===== config.mk =====
export PLATFORM = sky130hd
export DESIGN_NAME = instr_assembler_flat
export DESIGN_NICKNAME = d
export VERILOG_FILES = /design/src/rtl/instr_assembler_pkg.sv /design/src/rtl/instr_assembler_if.sv /design/src/rtl/instr_assembler_field_packer.sv /design/src/rtl/instr_assembler.sv /design/src/flat_wrapper.sv
export SDC_FILE = /design/constraint.sdc
export NUM_CORES = 1
export LEC_CHECK = 0
export ABC_CLOCK_PERIOD_IN_PS = 2650
export BUFFER_PORTS_ARGS = -buffer_cell sky130_fd_sc_hd__clkbuf_2
export CORE_ASPECT_RATIO = 0.9
export CORE_MARGIN = 2
export CORE_UTILIZATION = 52
export DETAILED_ROUTE_END_ITERATION = 7
export PLACE_DENSITY = 0.8
export SYNTH_ARGS = -nofsm -noshare
export SYNTH_HDL_FRONTEND = slang
export SYNTH_SLANG_ARGS = --single-unit

===== constraint.sdc =====
create_clock -name i_clk -period 2.65 [get_ports i_clk]
set_input_delay 0.3975 -clock i_clk [delete_from_list [all_inputs] [get_ports i_clk]]
set_output_delay 0.3975 -clock i_clk [all_outputs]
set_load 0.02 [all_outputs]

===== src/rtl/instr_assembler_pkg.sv =====
// Shared definitions for the RV32I instruction assembler: format codes,
// opcodes, the canonical NOP, FSM state codes, per-format field encoders and
// the optional immediate range check used when INSTR_ASM_RANGE_CHECK_EN is set.
package instr_assembler_pkg;

  localparam logic [2:0] FMT_R  = 3'd0;
  localparam logic [2:0] FMT_I  = 3'd1;
  localparam logic [2:0] FMT_S  = 3'd2;
  localparam logic [2:0] FMT_B  = 3'd3;
  localparam logic [2:0] FMT_U  = 3'd4;
  localparam logic [2:0] FMT_J  = 3'd5;
  localparam logic [2:0] FMT_LI = 3'd6;

  localparam logic [6:0] OPCODE_OP     = 7'h33;
  localparam logic [6:0] OPCODE_OP_IMM = 7'h13;
  localparam logic [6:0] OPCODE_LUI    = 7'h37;

  localparam logic [31:0] INSTR_NOP = 32'h0000_0013;

  localparam logic [1:0] ST_IDLE  = 2'd0;
  localparam logic [1:0] ST_HOLD  = 2'd1;
  localparam logic [1:0] ST_LI_LO = 2'd2;

  typedef struct packed {
    logic [2:0]  fmt;
    logic [6:0]  opcode;
    logic [2:0]  funct3;
    logic [6:0]  funct7;
    logic [4:0]  rd;
    logic [4:0]  rs1;
    logic [4:0]  rs2;
    logic [31:0] imm;
  } instr_req_t;

  function automatic logic [31:0] encode_r(input logic [6:0] f7, input logic [4:0] rs2,
                                           input logic [4:0] rs1, input logic [2:0] f3,
                                           input logic [4:0] rd, input logic [6:0] op);
    return {f7, rs2, rs1, f3, rd, op};
  endfunction

  function automatic logic [31:0] encode_i(input logic [11:0] imm, input logic [4:0] rs1,
                                           input logic [2:0] f3, input logic [4:0] rd,
                                           input logic [6:0] op);
    return {imm, rs1, f3, rd, op};
  endfunction

  function automatic logic [31:0] encode_s(input logic [11:0] imm, input logic [4:0] rs2,
                                           input logic [4:0] rs1, input logic [2:0] f3,
                                           input logic [6:0] op);
    return {imm[11:5], rs2, rs1, f3, imm[4:0], op};
  endfunction

  // Branch offsets are even, so bit 0 is never encoded.
  function automatic logic [31:0] encode_b(input logic [12:1] imm, input logic [4:0] rs2,
                                           input logic [4:0] rs1, input logic [2:0] f3,
                                           input logic [6:0] op);
    return {imm[12], imm[10:5], rs2, rs1, f3, imm[4:1], imm[11], op};
  endfunction

  function automatic logic [31:0] encode_u(input logic [19:0] imm_hi, input logic [4:0] rd,
                                           input logic [6:0] op);
    return {imm_hi, rd, op};
  endfunction

  function automatic logic [31:0] encode_j(input logic [20:1] imm, input logic [4:0] rd,
                                           input logic [6:0] op);
    return {imm[20], imm[10:1], imm[11], imm[19:12], rd, op};
  endfunction

  // True when the immediate cannot be represented exactly by the format.
  function automatic logic imm_out_of_range(input logic [2:0] fmt, input logic [31:0] imm);
    logic signed [31:0] s;
    logic bad;
    s   = $signed(imm);
    bad = 1'b0;
    case (fmt)
      FMT_I, FMT_S: bad = (s < -32'sd2048) || (s > 32'sd2047);
      FMT_B:        bad = (s < -32'sd4096) || (s > 32'sd4094) || imm[0];
      FMT_J:        bad = (s < -32'sd1048576) || (s > 32'sd1048574) || imm[0];
      FMT_U:        bad = (imm[11:0] != 12'd0);
      default:      bad = 1'b0;
    endcase
    return bad;
  endfunction

endpackage


===== src/rtl/instr_assembler_if.sv =====
// Request/response bundle between the boot sequencer (master) and the
// instruction assembler (slave); both directions use valid/ready.
interface instr_assembler_if;

  logic        req_valid;
  logic        req_ready;
  logic [2:0]  req_fmt;
  logic [6:0]  req_opcode;
  logic [2:0]  req_funct3;
  logic [6:0]  req_funct7;
  logic [4:0]  req_rd;
  logic [4:0]  req_rs1;
  logic [4:0]  req_rs2;
  logic [31:0] req_imm;

  logic        out_valid;
  logic        out_ready;
  logic [31:0] out_instr;
  logic        out_last;
  logic        err;

  modport master (
    output req_valid, req_fmt, req_opcode, req_funct3, req_funct7,
           req_rd, req_rs1, req_rs2, req_imm, out_ready,
    input  req_ready, out_valid, out_instr, out_last, err
  );

  modport slave (
    input  req_valid, req_fmt, req_opcode, req_funct3, req_funct7,
           req_rd, req_rs1, req_rs2, req_imm, out_ready,
    output req_ready, out_valid, out_instr, out_last, err
  );

endinterface


===== src/rtl/instr_assembler_field_packer.sv =====
// Combinational field packer: format + fields -> 32-bit RV32I word.
// Out-of-range immediate bits are dropped by the encoders. FMT_LI and unknown
// formats yield NOP; the LI expansion lives in the top level.
module instr_field_packer
  import instr_assembler_pkg::*;
(
  input  logic [2:0]  i_fmt,
  input  logic [6:0]  i_opcode,
  input  logic [2:0]  i_funct3,
  input  logic [6:0]  i_funct7,
  input  logic [4:0]  i_rd,
  input  logic [4:0]  i_rs1,
  input  logic [4:0]  i_rs2,
  input  logic [31:0] i_imm,
  output logic [31:0] o_instr
);

  // Bit 0 of B/J offsets is implied zero and never encoded.
  logic w_unused_imm0;
  assign w_unused_imm0 = i_imm[0];

  // Select the encoder for the requested format.
  always_comb begin
    o_instr = INSTR_NOP;
    case (i_fmt)
      FMT_R:   o_instr = encode_r(i_funct7, i_rs2, i_rs1, i_funct3, i_rd, i_opcode);
      FMT_I:   o_instr = encode_i(i_imm[11:0], i_rs1, i_funct3, i_rd, i_opcode);
      FMT_S:   o_instr = encode_s(i_imm[11:0], i_rs2, i_rs1, i_funct3, i_opcode);
      FMT_B:   o_instr = encode_b(i_imm[12:1], i_rs2, i_rs1, i_funct3, i_opcode);
      FMT_U:   o_instr = encode_u(i_imm[31:12], i_rd, i_opcode);
      FMT_J:   o_instr = encode_j(i_imm[20:1], i_rd, i_opcode);
      default: o_instr = INSTR_NOP;
    endcase
  end

endmodule


===== src/rtl/instr_assembler.sv =====
// RV32I instruction assembler: packs request fields into words and expands
// LI into LUI+ADDI (or a single ADDI/LUI). One registered output word.
// Optional feature macro: INSTR_ASM_RANGE_CHECK_EN (immediate range check,
// rejected requests produce a one-cycle err pulse and no word). Without it
// err is constant 0 and out-of-range bits are truncated.
//
// state    | meaning
// ---------+------------------------------------------------------------
// ST_IDLE  | no word held; ready for a request
// ST_HOLD  | word registered, waiting for out_ready
// ST_LI_LO | LUI handed off, ADDI of the same LI held; requests blocked
module instr_assembler
  import instr_assembler_pkg::*;
#(
  parameter int XLEN        = 32,
  parameter bit LI_ALWAYS_2 = 1'b0
) (
  input  logic             i_clk,
  input  logic             i_rst,
  instr_assembler_if.slave bus
);

  logic [1:0]      r_state;
  logic            r_out_valid;
  logic [31:0]     r_instr;
  logic            r_last;
  logic [31:0]     r_lo_word;
  logic            r_err;

  logic [XLEN-1:0] w_imm;
  logic [31:0]     w_packed;
  logic [19:0]     w_li_hi;
  logic [11:0]     w_li_lo;
  logic            w_li_single_addi;
  logic            w_li_two;
  logic [31:0]     w_li_first;
  logic [31:0]     w_li_second;
  logic [31:0]     w_first_word;
  logic            w_first_last;
  logic            w_accept;
  logic            w_range_err;

  assign w_imm = bus.req_imm;

  instr_field_packer u_packer (
    .i_fmt    (bus.req_fmt),
    .i_opcode (bus.req_opcode),
    .i_funct3 (bus.req_funct3),
    .i_funct7 (bus.req_funct7),
    .i_rd     (bus.req_rd),
    .i_rs1    (bus.req_rs1),
    .i_rs2    (bus.req_rs2),
    .i_imm    (w_imm),
    .o_instr  (w_packed)
  );

  // (imm + 0x800) >> 12 is the upper 20 bits plus the carry out of the low 12,
  // which is just imm[11]; this compensates ADDI's sign extension of lo.
  assign w_li_hi = w_imm[31:12] + {19'd0, w_imm[11]};
  assign w_li_lo = w_imm[11:0];

  assign w_li_single_addi = !LI_ALWAYS_2 && (w_li_hi == 20'd0);
  assign w_li_two         = LI_ALWAYS_2 || ((w_li_hi != 20'd0) && (w_li_lo != 12'd0));

  assign w_li_first  = w_li_single_addi
                     ? encode_i(w_li_lo, 5'd0, 3'd0, bus.req_rd, OPCODE_OP_IMM)
                     : encode_u(w_li_hi, bus.req_rd, OPCODE_LUI);
  assign w_li_second = encode_i(w_li_lo, bus.req_rd, 3'd0, bus.req_rd, OPCODE_OP_IMM);

  assign w_first_word = (bus.req_fmt == FMT_LI) ? w_li_first : w_packed;
  assign w_first_last = (bus.req_fmt == FMT_LI) ? !w_li_two : 1'b1;

`ifdef INSTR_ASM_RANGE_CHECK_EN
  assign w_range_err = imm_out_of_range(bus.req_fmt, bus.req_imm);
`else
  assign w_range_err = 1'b0;
`endif

  // A new request may be taken while the final word of the previous one leaves.
  assign bus.req_ready = (r_state == ST_IDLE) ||
                         ((r_state == ST_HOLD) && bus.out_ready && r_last);
  assign w_accept      = bus.req_valid && bus.req_ready;

  assign bus.out_valid = r_out_valid;
  assign bus.out_instr = r_instr;
  assign bus.out_last  = r_last;
  assign bus.err       = r_err;

  // Sequencer: output handoff first, then a same-cycle accept overrides it.
  always_ff @(posedge i_clk) begin
    if (i_rst) begin
      r_state     <= ST_IDLE;
      r_out_valid <= 1'b0;
      r_instr     <= 32'd0;
      r_last      <= 1'b0;
      r_lo_word   <= 32'd0;
      r_err       <= 1'b0;
    end else begin
      r_err <= 1'b0;
      case (r_state)
        ST_IDLE: begin
        end
        ST_HOLD: begin
          if (bus.out_ready) begin
            if (r_last) begin
              r_out_valid <= 1'b0;
              r_state     <= ST_IDLE;
            end else begin
              r_instr <= r_lo_word;
              r_last  <= 1'b1;
              r_state <= ST_LI_LO;
            end
          end
        end
        ST_LI_LO: begin
          if (bus.out_ready) begin
            r_out_valid <= 1'b0;
            r_state     <= ST_IDLE;
          end
        end
        default: begin
          r_out_valid <= 1'b0;
          r_state     <= ST_IDLE;
        end
      endcase

      if (w_accept) begin
        if (w_range_err) begin
          r_err <= 1'b1;
        end else begin
          r_instr     <= w_first_word;
          r_last      <= w_first_last;
          r_lo_word   <= w_li_second;
          r_out_valid <= 1'b1;
          r_state     <= ST_HOLD;
        end
      end
    end
  end

endmodule


===== src/flat_wrapper.sv =====
// flat-port wrapper written by rule: the top's interface ports become plain ports
module instr_assembler_flat import instr_assembler_pkg::*;
#(
  parameter int XLEN        = 32,
  parameter bit LI_ALWAYS_2 = 1'b0
)
  (i_clk, i_rst, bus_req_valid, bus_req_fmt, bus_req_opcode, bus_req_funct3, bus_req_funct7, bus_req_rd, bus_req_rs1, bus_req_rs2, bus_req_imm, bus_out_ready, bus_req_ready, bus_out_valid, bus_out_instr, bus_out_last, bus_err);
  instr_assembler_if bus_i ();
  input  logic i_clk;
  input  logic i_rst;
  input wire logic [$bits(bus_i.req_valid)-1:0] bus_req_valid;
  input wire logic [$bits(bus_i.req_fmt)-1:0] bus_req_fmt;
  input wire logic [$bits(bus_i.req_opcode)-1:0] bus_req_opcode;
  input wire logic [$bits(bus_i.req_funct3)-1:0] bus_req_funct3;
  input wire logic [$bits(bus_i.req_funct7)-1:0] bus_req_funct7;
  input wire logic [$bits(bus_i.req_rd)-1:0] bus_req_rd;
  input wire logic [$bits(bus_i.req_rs1)-1:0] bus_req_rs1;
  input wire logic [$bits(bus_i.req_rs2)-1:0] bus_req_rs2;
  input wire logic [$bits(bus_i.req_imm)-1:0] bus_req_imm;
  input wire logic [$bits(bus_i.out_ready)-1:0] bus_out_ready;
  output wire logic [$bits(bus_i.req_ready)-1:0] bus_req_ready;
  output wire logic [$bits(bus_i.out_valid)-1:0] bus_out_valid;
  output wire logic [$bits(bus_i.out_instr)-1:0] bus_out_instr;
  output wire logic [$bits(bus_i.out_last)-1:0] bus_out_last;
  output wire logic [$bits(bus_i.err)-1:0] bus_err;
  assign bus_i.req_valid = bus_req_valid;
  assign bus_i.req_fmt = bus_req_fmt;
  assign bus_i.req_opcode = bus_req_opcode;
  assign bus_i.req_funct3 = bus_req_funct3;
  assign bus_i.req_funct7 = bus_req_funct7;
  assign bus_i.req_rd = bus_req_rd;
  assign bus_i.req_rs1 = bus_req_rs1;
  assign bus_i.req_rs2 = bus_req_rs2;
  assign bus_i.req_imm = bus_req_imm;
  assign bus_i.out_ready = bus_out_ready;
  assign bus_req_ready = bus_i.req_ready;
  assign bus_out_valid = bus_i.out_valid;
  assign bus_out_instr = bus_i.out_instr;
  assign bus_out_last = bus_i.out_last;
  assign bus_err = bus_i.err;
  instr_assembler #(.XLEN(XLEN), .LI_ALWAYS_2(LI_ALWAYS_2)) u_core (.i_clk(i_clk), .i_rst(i_rst), .bus(bus_i));
endmodule

Word-level counts from Yosys, hierarchy flattened
Index checks and enable logic that the tools add are counted.
{"block": "totals", "regBits": 61, "in_bits": 71, "out_inout_bits": 36, "elab_cells": 63}
{"block": "op_classes", "add_sub_neg": 1, "eq_ne": 15, "n_mux": 21, "n_bitwise": 1, "n_reduce_logical": 19}
{"operator": "$mux 32", "count": 6}
{"operator": "$pmux 32 s6", "count": 1}
{"operator": "$add 20x1->20", "count": 1}
{"operator": "$logic_not 20->1", "count": 1}
{"operator": "$reduce_bool 20->1", "count": 1}
{"operator": "$reduce_bool 12->1", "count": 1}
{"operator": "$eq 3x3->1 const B", "count": 3}
{"operator": "$mux 1", "count": 9}
{"operator": "$reduce_and 3->1", "count": 3}
{"operator": "$eq 3x2->1 const B", "count": 2}
{"operator": "$mux 2", "count": 3}
{"operator": "$ne 2x2->1 const B", "count": 3}
{"operator": "$ne 3x2->1 const B", "count": 2}
{"operator": "$pmux 2 s3", "count": 1}
{"operator": "$logic_and 1x1->1", "count": 4}
{"operator": "$reduce_and 4->1", "count": 1}
{"operator": "$reduce_bool 2->1", "count": 2}
{"operator": "$eq 3x1->1 const B", "count": 1}
{"operator": "$logic_not 3->1", "count": 1}
{"operator": "$ne 3x1->1 const B", "count": 1}
{"operator": "$pmux 1 s3", "count": 1}
{"operator": "$eq 2x1->1 const B", "count": 1}
{"operator": "$eq 2x2->1 const B", "count": 1}
{"operator": "$logic_not 2->1", "count": 1}
{"operator": "6 further kinds", "count": 6}

Depth between registers and ports, before layout
Gate-level depths: netlist of run 1.
{"block": "depth", "ltp_word": 7, "depth_mapped": 9, "depth_no_buf": 8}

Modules after synthesis
A second synthesis of run 1 with hierarchy kept.
{"block": "hier_totals", "hier_cells": 499, "area_unflattened_um2": 3784.9}
{"mod": "instr_assembler", "n_inst": 1, "cells_per_inst": 411, "area_per_inst_um2": 3225.6, "seq_area_each_um2": 1081.0}
{"mod": "instr_field_packer", "n_inst": 1, "cells_per_inst": 88, "area_per_inst_um2": 559.3, "seq_area_each_um2": 0.0}

Worst setup path after synthesis of run 1
Ideal clock, no wire load.
{"block": "synth_timing", "kind": "input to register", "from": "in bus_req_imm[11]", "to": "reg u_core.r_last (netlist: u_core.bus.out_last)", "setup_ns": 0.088, "arrival_ns": 2.317, "t_required_ns": 2.562, "setup_slack_ns": 0.245, "stages": 9, "path_buffers": 1, "path_cell_list": "ha_1 -> ha_1 -> and3_1 -> buf_4 -> and4_4 -> mux2i_1 -> nor4_4 -> nand4_4 -> a311oi_2"}
{"block": "synth_via", "elab_chain_cells": 6, "word_cells_on_any_way": 7, "classes_between": "add/sub: 1; mux: 2; reduce/logical: 4"}
{"element": "start, declared", "line_no": "flat_wrapper.sv:19", "text": "input wire logic [$bits(bus_i.req_imm)-1:0] bus_req_imm;"}
{"element": "$add 20x1->20", "line_no": "instr_assembler.sv:59", "text": "assign w_li_hi = w_imm[31:12] + {19'd0, w_imm[11]};"}
{"element": "$reduce_bool 20->1", "line_no": "instr_assembler.sv:63", "text": "assign w_li_two = LI_ALWAYS_2 || ((w_li_hi != 20'd0) && (w_li_lo != 12'd0));"}
{"element": "$logic_and 1x1->1 *", "line_no": "instr_assembler.sv:63"}
{"element": "$logic_not 1->1 *", "line_no": "instr_assembler.sv:71", "text": "assign w_first_last = (bus.req_fmt == FMT_LI) ? !w_li_two : 1'b1;"}
{"element": "$mux 1 *", "line_no": "instr_assembler.sv:71"}
{"element": "$mux 1 *", "line_no": "instr_assembler.sv:127", "text": "if (w_accept) begin"}
{"element": "end signal, assigned", "line_no": "instr_assembler.sv:132", "text": "r_last <= w_first_last;"}
{"element": "end, declared", "line_no": "instr_assembler.sv:26", "text": "logic r_last;"}
Mark *: on every way between the ends. The rest lies on a longest branch, timed or not.
A chain may end at the register's enable or synchronous reset.

Worst setup path after layout of run 1
{"block": "layout_timing", "from": "in bus_req_imm[12]", "to": "reg u_core.r_last (netlist: u_core.bus.out_last)"}
{"block": "layout_via", "elab_chain_cells": 6}
{"element": "$add 20x1->20", "line_no": "instr_assembler.sv:59"}
{"element": "$reduce_bool 20->1", "line_no": "instr_assembler.sv:63"}
{"element": "$logic_and 1x1->1", "line_no": "instr_assembler.sv:63"}
{"element": "$logic_not 1->1", "line_no": "instr_assembler.sv:71"}
{"element": "$mux 1", "line_no": "instr_assembler.sv:71"}
{"element": "$mux 1", "line_no": "instr_assembler.sv:127"}
Every way passes these cells.

==> results of run 1 <==
==> state kept, by name, indices dropped and copies added (netlist names) <==
name,cells
u_core.bus.out_instr,32
u_core.r_lo_word,18
u_core.r_state,2
u_core.bus.out_last,1
u_core.bus.out_valid,1
==> path summary, 6_finish.rpt <==
check                                     startpoint                        to  cells past startpoint
worst max-delay path                 bus_req_imm[12]       u_core.bus.out_last                      9
worst min-delay path               bus_req_opcode[3]   u_core.bus.out_instr[3]                      3
worst max register to register   u_core.bus.out_last  u_core.bus.out_instr[25]                      7
worst min register to register  u_core.r_lo_word[20]      u_core.r_lo_word[20]                      2
==> routing by layer <==
layer	up-vias	share of wire
met5	-	0
met4	0	0.016
met3	22	0.077
met2	208	0.48
met1	1964	0.43
li1	1971	-
==> synthesized netlist by cell type (all sizes together) (10+ instances only) <==
| master | count | share of area |
|---|---|---|
| nand2 | 74 | 0.077 |
| dfxtp | 54 | 0.30 |
| a21oi | 43 | 0.060 |
| o21ai | 30 | 0.042 |
| nor2 | 29 | 0.030 |
| buf | 23 | 0.034 |
| clkbuf | 19 | 0.020 |
| nand3 | 18 | 0.026 |
| a31oi | 14 | 0.024 |
| nor3 | 12 | 0.018 |
| xnor2 | 12 | 0.029 |
| a221oi | 11 | 0.027 |
| a211oi | 10 | 0.022 |
| inv | 10 | 0.010 |
==> worst register-to-register path, stage by stage (launching register included) <==
cell and delay [ns]:
dfxtp_1 0.46, a21boi_1 0.17, or3_1 0.35, buf_4 0.20
a221oi_1 0.22, o21ai_0 0.21, o21ai_0 0.25, a21oi_1 0.08
==> stage by stage <==
step	utilization	power [W]	cell area, µm²	hold slack (ns)
final	0.655	0.00210	4360	0.312
after global placement	0.638	0.00154	4250	0.440
after floorplan	-	0.00133	3610	0.432
after CTS	0.655	0.00210	4360	0.308
after global routing	0.655	0.00221	4360	0.307
after detailed placement	0.638	0.00156	4250	0.447
==> where the power goes <==
group	switching, W	internal (W)	leakage [nW]
Clock	0.000276	0.000279	0.0579
Combinational	0.000380	0.000238	1.28
Sequential	0.0000470	0.000883	0.446
Total	0.000703	0.00140	1.79
==> kinds of logic after synthesis <==
logic type               share of synthesized area
multiplexers                                0.0333
flip-flops                                   0.299
buffers and inverters                       0.0648
adder cells (fa/ha/maj)                    0.00693
AND/OR/NAND/NOR                              0.265
XOR/XNOR                                    0.0388
AO/OA/AOI/OAI                                0.291
other                                      0.00104
==> layout make-up <==
type,count,share of cell area
Clock buffer,5,0.0158
Clock inverter,3,0.00919
Inverter,11,0.00947
Multi-Input combinational cell,374,0.530
Timing Repair Buffer,129,0.162
Sequential cell,54,0.248
Tap cell,90,0.0258
==> results.yml, run 1 <==
status:
  outcome: "finished clean"
final_layout:
  final-seq-area_um2: 1080
  n_antenna_cell: 0
  fin_cells: 666
  multi_input_area_um2: 2310
  n_fill_cell: 602
  syn_to_final_growth_pct: 20.6
  nets: 648
  drive_gt1_frac: 0.276
  mostFrequentLayoutCells: "105 x clkbuf_2, 74 x nand2_1, 54 x dfxtp_1"
  final_common_cell: "clkbuf_2"
routing:
  drt_iter0_drc: 488
  ant_nets: 0
  viasPerCell: 6.25
  drt_pass1_iterations: 5
  routed_wl_um: 11500
  post_drt_wl_per_cell_um: 17.3
  vias: 4165
  post-route-drc-count: 0
power_and_ir_drop:
  vdd_drop_max_mv: 0.272
  p_leak_nw: 1.79
  p_per_area_nw_per_um2: 482
critical_path:
  path_max_fanout: 9
  arrival_ns: 2.61
  crit_buf_inv: 1
  crit_chain: "clkbuf_2 > ha_1 > ha_1 > and3_1 > and4_4 > mux2i_1 > nor4_4 > nand4_4 > a311oi_2"
  critPathKind: "in2reg"
  cp_top_family: "simple AND/OR/NAND/NOR gates"
  path_common_cell: "ha_1"
  critPathLaunchType: "input port"
  max_stage_delay_ns: 0.41
  critPathCaptureType: "flip-flop"
  r2r_slack_ns: 0.62
  required_ns: 2.87
  crit_path_top_delay_cell: "nor4_4"
place:
  placed_cells: 658
  io_buffers: 105
  dp_hpwl_um: 8740
  place.gp.congestion: 0.973
  pre_cts_ws_ns: -0.0544
timing:
  setup_tns_ns: 0
  slew_headroom: 0.544
  rsz0062_at_grt: "no"
  clock_skew_ns: 0.00763
  finalCriticalPeriod_ns: 2.39
  final_max_slew_viol_count: 0
  fmax_mhz: 418
  setup_ws_ns: 0.257
  finalHoldViolations: 0
  setup_viol: 0
  post-route-period-util: 0.903
  worst_pin_slew_ns: 0.685
grt:
  grt_pass1_wl_um: 18800
  track_usage: 0.298
  overflow: 0
  grtUsageMet2: 0.493
  antenna_found_initial: 0
  globalRouteMet3Util: 0.0390
  busiest_layer: "met2"
  use_met1: 0.414
  grt_max_degree: 33
  grt_pass1_vias: 3850
clock_network:
  post_cts_buffers: 0
  cts_sinks: 54
  clk_latency_ns: 0.31
  cts_resized: 0
  tritoncts: "done"
  clk_path_buf_depth: 2
  cts-buffers-inserted: 5
  cts-htree-levels: 2
  clk_pin_slew_ns: 0.10
  cts_root_buf: "clkbuf_8"
  ctsHoldBuffers: 0
yosys:
  synth-edff-count: 0
  avgSynthCellArea_um2: 7.51
  ys_warn_count: 0
  synthesis.nets: 554
  yosysUniqueCellTypes: 67
  synth_seq_cells: 54
  synthArstFlopShare: 0
  syn_area_um2: 3610
  netlist_instances: 481
  yosys_most_used_dff: "dfxtp_1"
  ys_seq_area_frac: 0.299
floorplan:
  dieHeight_um: 83.1
  rows: 28
  num_io_pins: 107
  start_util: 0.543
  fp.dieArea_um2: 7630
  core-area_um2: 6660
  fp.dieW_um: 91.9
flow_run:
  timing.max_cap.violations: 0
hold_path:
  hold_class: "in2reg"
(Power assumes the default switching activity.)
==> run 2, diff against run 1 <==
--- a/config.mk
+++ b/config.mk
@@ -6,10 +6,11 @@
 export NUM_CORES = 1
 export LEC_CHECK = 0
 export ABC_CLOCK_PERIOD_IN_PS = 2650
-export BUFFER_PORTS_ARGS = -buffer_cell sky130_fd_sc_hd__clkbuf_2
+export BUFFER_PORTS_ARGS = -buffer_cell sky130_fd_sc_hd__buf_2
 export CORE_ASPECT_RATIO = 0.9
 export CORE_MARGIN = 2
 export CORE_UTILIZATION = 52
+export CTS_CLUSTER_SIZE = 8
 export DETAILED_ROUTE_END_ITERATION = 7
 export PLACE_DENSITY = 0.8
 export SYNTH_ARGS = -nofsm -noshare
==> results.yml, run 2 (same netlist as run 1, synthesis figures left out) <==
timing:
  finalHoldViolations: 0
  finalCriticalPeriod_ns: 2.40
  rsz0062_at_grt: "no"
  setup_viol: 0
  fmax_mhz: 417
  setup_tns_ns: 0
  final_max_slew_viol_count: 0
  slew_headroom: 0.524
  clock_skew_ns: 0.00583
  worst_pin_slew_ns: 0.707
  post-route-period-util: 0.906
hold_path:
  hold_class: "in2reg"
  min_from: "bus_req_rd[2]"
  min_to: "u_core.r_lo_word[17]"
  whs_path_depth: 3
floorplan:
  num_io_pins: 107
  start_util: 0.543
  rows: 28
  dieHeight_um: 83.1
  fp.dieW_um: 91.9
  fp.dieArea_um2: 7630
  core-area_um2: 6660
clock_network:
  clk_path_buf_depth: 2
  tritoncts: "done"
  ctsHoldBuffers: 0
  cts_sinks: 54
  clk_latency_ns: 0.31
  post_cts_buffers: 0
  cts_root_buf: "clkbuf_8"
  cts-htree-levels: 2
  cts-buffers-inserted: 5
  clk_pin_slew_ns: 0.10
power_and_ir_drop:
  p_leak_nw: 1.77
  vdd_drop_max_mv: 0.306
  p_per_area_nw_per_um2: 486
  p_total_w: 0.00211
place:
  dp_hpwl_um: 8730
  place.gp.congestion: 0.955
  io_buffers: 105
  placed_cells: 656
final_layout:
  n_fill_cell: 611
  syn_to_final_growth_pct: 20.5
  drive_gt1_frac: 0.275
  mostFrequentLayoutCells: "105 x buf_2, 74 x nand2_1, 54 x dfxtp_1"
  largest_reg_flops: 32
  nets: 646
  fin_cells: 664
  n_antenna_cell: 0
  final_common_cell: "buf_2"
routing:
  ant_nets: 0
  drt_iter0_drc: 396
  routed_wl_um: 11700
  post-route-drc-count: 0
  drt_pass1_iterations: 6
  viasPerCell: 6.20
  post_drt_wl_per_cell_um: 17.6
  vias: 4119
grt:
  antenna_found_initial: 0
  overflow: 0
  track_usage: 0.304
  grt_pass1_wl_um: 19100
  grt_pass1_vias: 3812
  grt_max_degree: 33
critical_path:
  r2r-start: "u_core.bus.out_last"
  timing.rr.end: "u_core.bus.out_instr[21]"
  critPathLaunchType: "input port"
  required_ns: 2.88
  critPathKind: "in2reg"
  critPathCaptureType: "flip-flop"
  reg2reg_depth: 7
  r2r_slack_ns: 0.61
  arrival_ns: 2.63
  path_max_fanout: 9
flow_run:
  timing.max_cap.violations: 0
status:
  outcome: "finished clean"
run 2: changes by cell type in the layout (fill, tap and decap cells not counted), sizes merged:
cell	delta
clkbuf	-105
clkinvlp	+2
buf	+103
clkinv	-2
run 2: layer usage:
| metal | vias to the layer above | share of wire | global-route usage |
|---|---|---|---|
| met2 | 199 | 0.46 | 0.477 |
| met4 | 0 | 0.017 | 0.0733 |
| met5 | - | 0 | 0 |
| met3 | 18 | 0.094 | 0.0608 |
| li1 | 1967 | - | - |
| met1 | 1935 | 0.43 | 0.431 |
run 2: what timing repair did:
action,4_1_cts,5_1_grt
hold endpoints to repair,0,0
endpoints found under the setup margin,0,1
resized for setup,0,1
run 2: how the worst max path moves through the flow:
stage	from	endpoint	depth (start not counted)
3_5_place_dp	bus_req_imm[12]	u_core.bus.out_last	9
5_1_grt	bus_req_imm[12]	u_core.bus.out_last	9
3_3_place_gp	bus_req_imm[12]	u_core.bus.out_last	9
2_1_floorplan	bus_req_imm[11]	u_core.bus.out_last	9
4_1_cts	bus_req_imm[12]	u_core.bus.out_last	9
6_report	bus_req_imm[12]	u_core.bus.out_last	9
run 2: cell type report:
class                           instances  area [µm²]  share of cell area
Timing Repair Buffer                  127         691               0.159
Multi-Input combinational cell        374        2310               0.531
Tap cell                               90         113              0.0259
Clock inverter                          3        45.0              0.0103
Clock buffer                            5        68.8              0.0158
Inverter                               11        41.3             0.00949
Sequential cell                        54        1080               0.248
run 2: critical path: stages:
cell	delay, ns
buf_2	0.10
ha_1	0.27
ha_1	0.26
nand3_1	0.20
nor4_1	0.27
xor2_1	0.19
nor4_4	0.42
nand4_4	0.27
a311oi_2	0.25
run 2: metrics by stage:
step	cell area, µm²	setup slack (ns)	util	hold WS, ns
2_1_floorplan	3610	0.245	-	0.432
3_3_place_gp	4230	0.0868	0.636	0.438
3_5_place_dp	4230	-0.0609	0.636	0.447
4_1_cts	4350	0.247	0.653	0.323
5_1_grt	4350	0.121	0.654	0.311
6_report	4350	0.249	0.654	0.324
run 2: report_power, final:
part | internal [W] | total, W | switching (W)
sequential | 0.000883 | 0.000928 | 0.0000450
combinational | 0.000237 | 0.000621 | 0.000383
clock | 0.000281 | 0.000565 | 0.000284
total | 0.00140 | 0.00211 | 0.000712
==> run 3, diff against run 2 <==
--- a/config.mk
+++ b/config.mk
@@ -12,6 +12,7 @@
 export CORE_UTILIZATION = 52
 export CTS_CLUSTER_SIZE = 8
 export DETAILED_ROUTE_END_ITERATION = 7
+export GPL_TIMING_DRIVEN = 0
 export PLACE_DENSITY = 0.8
 export SYNTH_ARGS = -nofsm -noshare
 export SYNTH_HDL_FRONTEND = slang
==> results.yml, run 3 (same netlist as run 1, synthesis figures left out) <==
critical_path:
  required_ns: 2.88
  critPathLaunchType: "input port"
  crit_path_top_delay_cell: "ha_2"
  crit_chain: "buf_2 > ha_2 > ha_2 > and3_1 > buf_4 > xnor2_1 > a41oi_1 > nor4_4 > buf_4 > nand4_4 > a311oi_2"
  r2r_slack_ns: 0.25
  path_max_fanout: 9
  critPathKind: "in2reg"
  arrival_ns: 2.75
  critPathCaptureType: "flip-flop"
  max_stage_delay_ns: 0.28
floorplan:
  num_io_pins: 107
  core-area_um2: 6660
  rows: 28
  dieHeight_um: 83.1
  start_util: 0.543
  fp.dieW_um: 91.9
  fp.dieArea_um2: 7630
grt:
  track_usage: 0.322
  grt_max_degree: 16
  grt_pass1_wl_um: 19900
  antenna_found_initial: 0
  grt_pass1_vias: 4094
  overflow: 0
routing:
  viasPerCell: 6.36
  post-route-drc-count: 0
  ant_nets: 0
  drt_pass1_iterations: 5
  drt_iter0_drc: 498
  post_drt_wl_per_cell_um: 18.5
  vias: 4302
  routed_wl_um: 12500
timing:
  clock_skew_ns: 0.0149
  rsz0062_at_grt: "no"
  finalCriticalPeriod_ns: 2.52
  slew_headroom: 0.161
  fmax_mhz: 396
  final_max_slew_viol_count: 0
  setup_viol: 0
  setup_tns_ns: 0
  post-route-period-util: 0.952
  worst_pin_slew_ns: 1.25
  finalHoldViolations: 0
final_layout:
  n_antenna_cell: 0
  mostFrequentLayoutCells: "110 x buf_2, 74 x nand2_1, 54 x dfxtp_1"
  fin_area_um2: 4340
  drive_gt1_frac: 0.249
  largest_reg_flops: 32
  nets: 659
  syn_to_final_growth_pct: 20.2
  final_common_cell: "buf_2"
  finalCoreUtilization: 0.652
clock_network:
  clk_path_buf_depth: 2
  tritoncts: "done"
  cts-htree-levels: 2
  cts_sinks: 54
  clk_latency_ns: 0.32
  cts-buffers-inserted: 5
  cts_root_buf: "clkbuf_8"
  clk_pin_slew_ns: 0.09
place:
  dp_hpwl_um: 9460
  io_buffers: 97
  dpl_cell_area_um2: 4210
  place.gp.congestion: 0.940
hold_path:
  hold_class: "in2reg"
power_and_ir_drop:
  p_per_area_nw_per_um2: 491
  p_leak_nw: 1.75
  vdd_drop_max_mv: 0.354
flow_run:
  timing.max_cap.violations: 0
status:
  outcome: "finished clean"
run 3: final timing paths:
check             cells after the start                  from                        to
setup / recovery                     11       bus_req_imm[11]       u_core.bus.out_last
hold / removal                        3         bus_req_rd[2]      u_core.r_lo_word[17]
setup reg to reg                      6   u_core.bus.out_last  u_core.bus.out_instr[22]
hold reg to reg                       2  u_core.r_lo_word[25]      u_core.r_lo_word[25]
run 3: per-layer routing:
layer  global-route usage  routed length, µm
met1                0.441               5380
met2                0.512               5590
met3               0.0590               1220
met4                0.107                328
met5                    0                  0
run 3: worst max-delay path: cells and delay by family:
family,cells,cell delay (ns)
XOR/XNOR,1,0.12
buffers and inverters,3,0.51
AO/OA/AOI/OAI,2,0.54
adder cells (fa/ha/maj),2,0.53
AND/OR/NAND/NOR,3,0.64
run 3: layout make-up:
type	count	area, µm²
fill	630	2320
inverter	11	41.3
clock buffer	6	82.6
buffer	42	193
timing repair buffer	98	493
multi-input combinational	374	2310
tap	90	113
clock inverter	1	30.0
sequential	54	1080
run 3: metrics by stage:
step	instances	hold WS [ns]	setup slack (ns)	power [W]
finish	676	0.330	0.127	0.00213
floorplan	481	0.432	0.245	0.00133
global placement	668	0.443	-0.260	0.00155
detailed placement	668	0.447	-0.289	0.00156
CTS	675	0.327	0.0248	0.00212
global route	676	0.326	0.0475	0.00222
run 3: where the power goes:
group | switching (W) | leakage, nW | internal, W
clock | 0.000272 | 0.0573 | 0.000303
combinational | 0.000399 | 1.24 | 0.000231
sequential | 0.0000449 | 0.446 | 0.000883
total | 0.000716 | 1.75 | 0.00142
run 3: timing repair:
action,4_1_cts,5_1_grt
resized for setup,0,3
hold buffers,0,0
buffers inserted,0,1
setup endpoints to repair,0,15
endpoints found under the hold margin,0,0
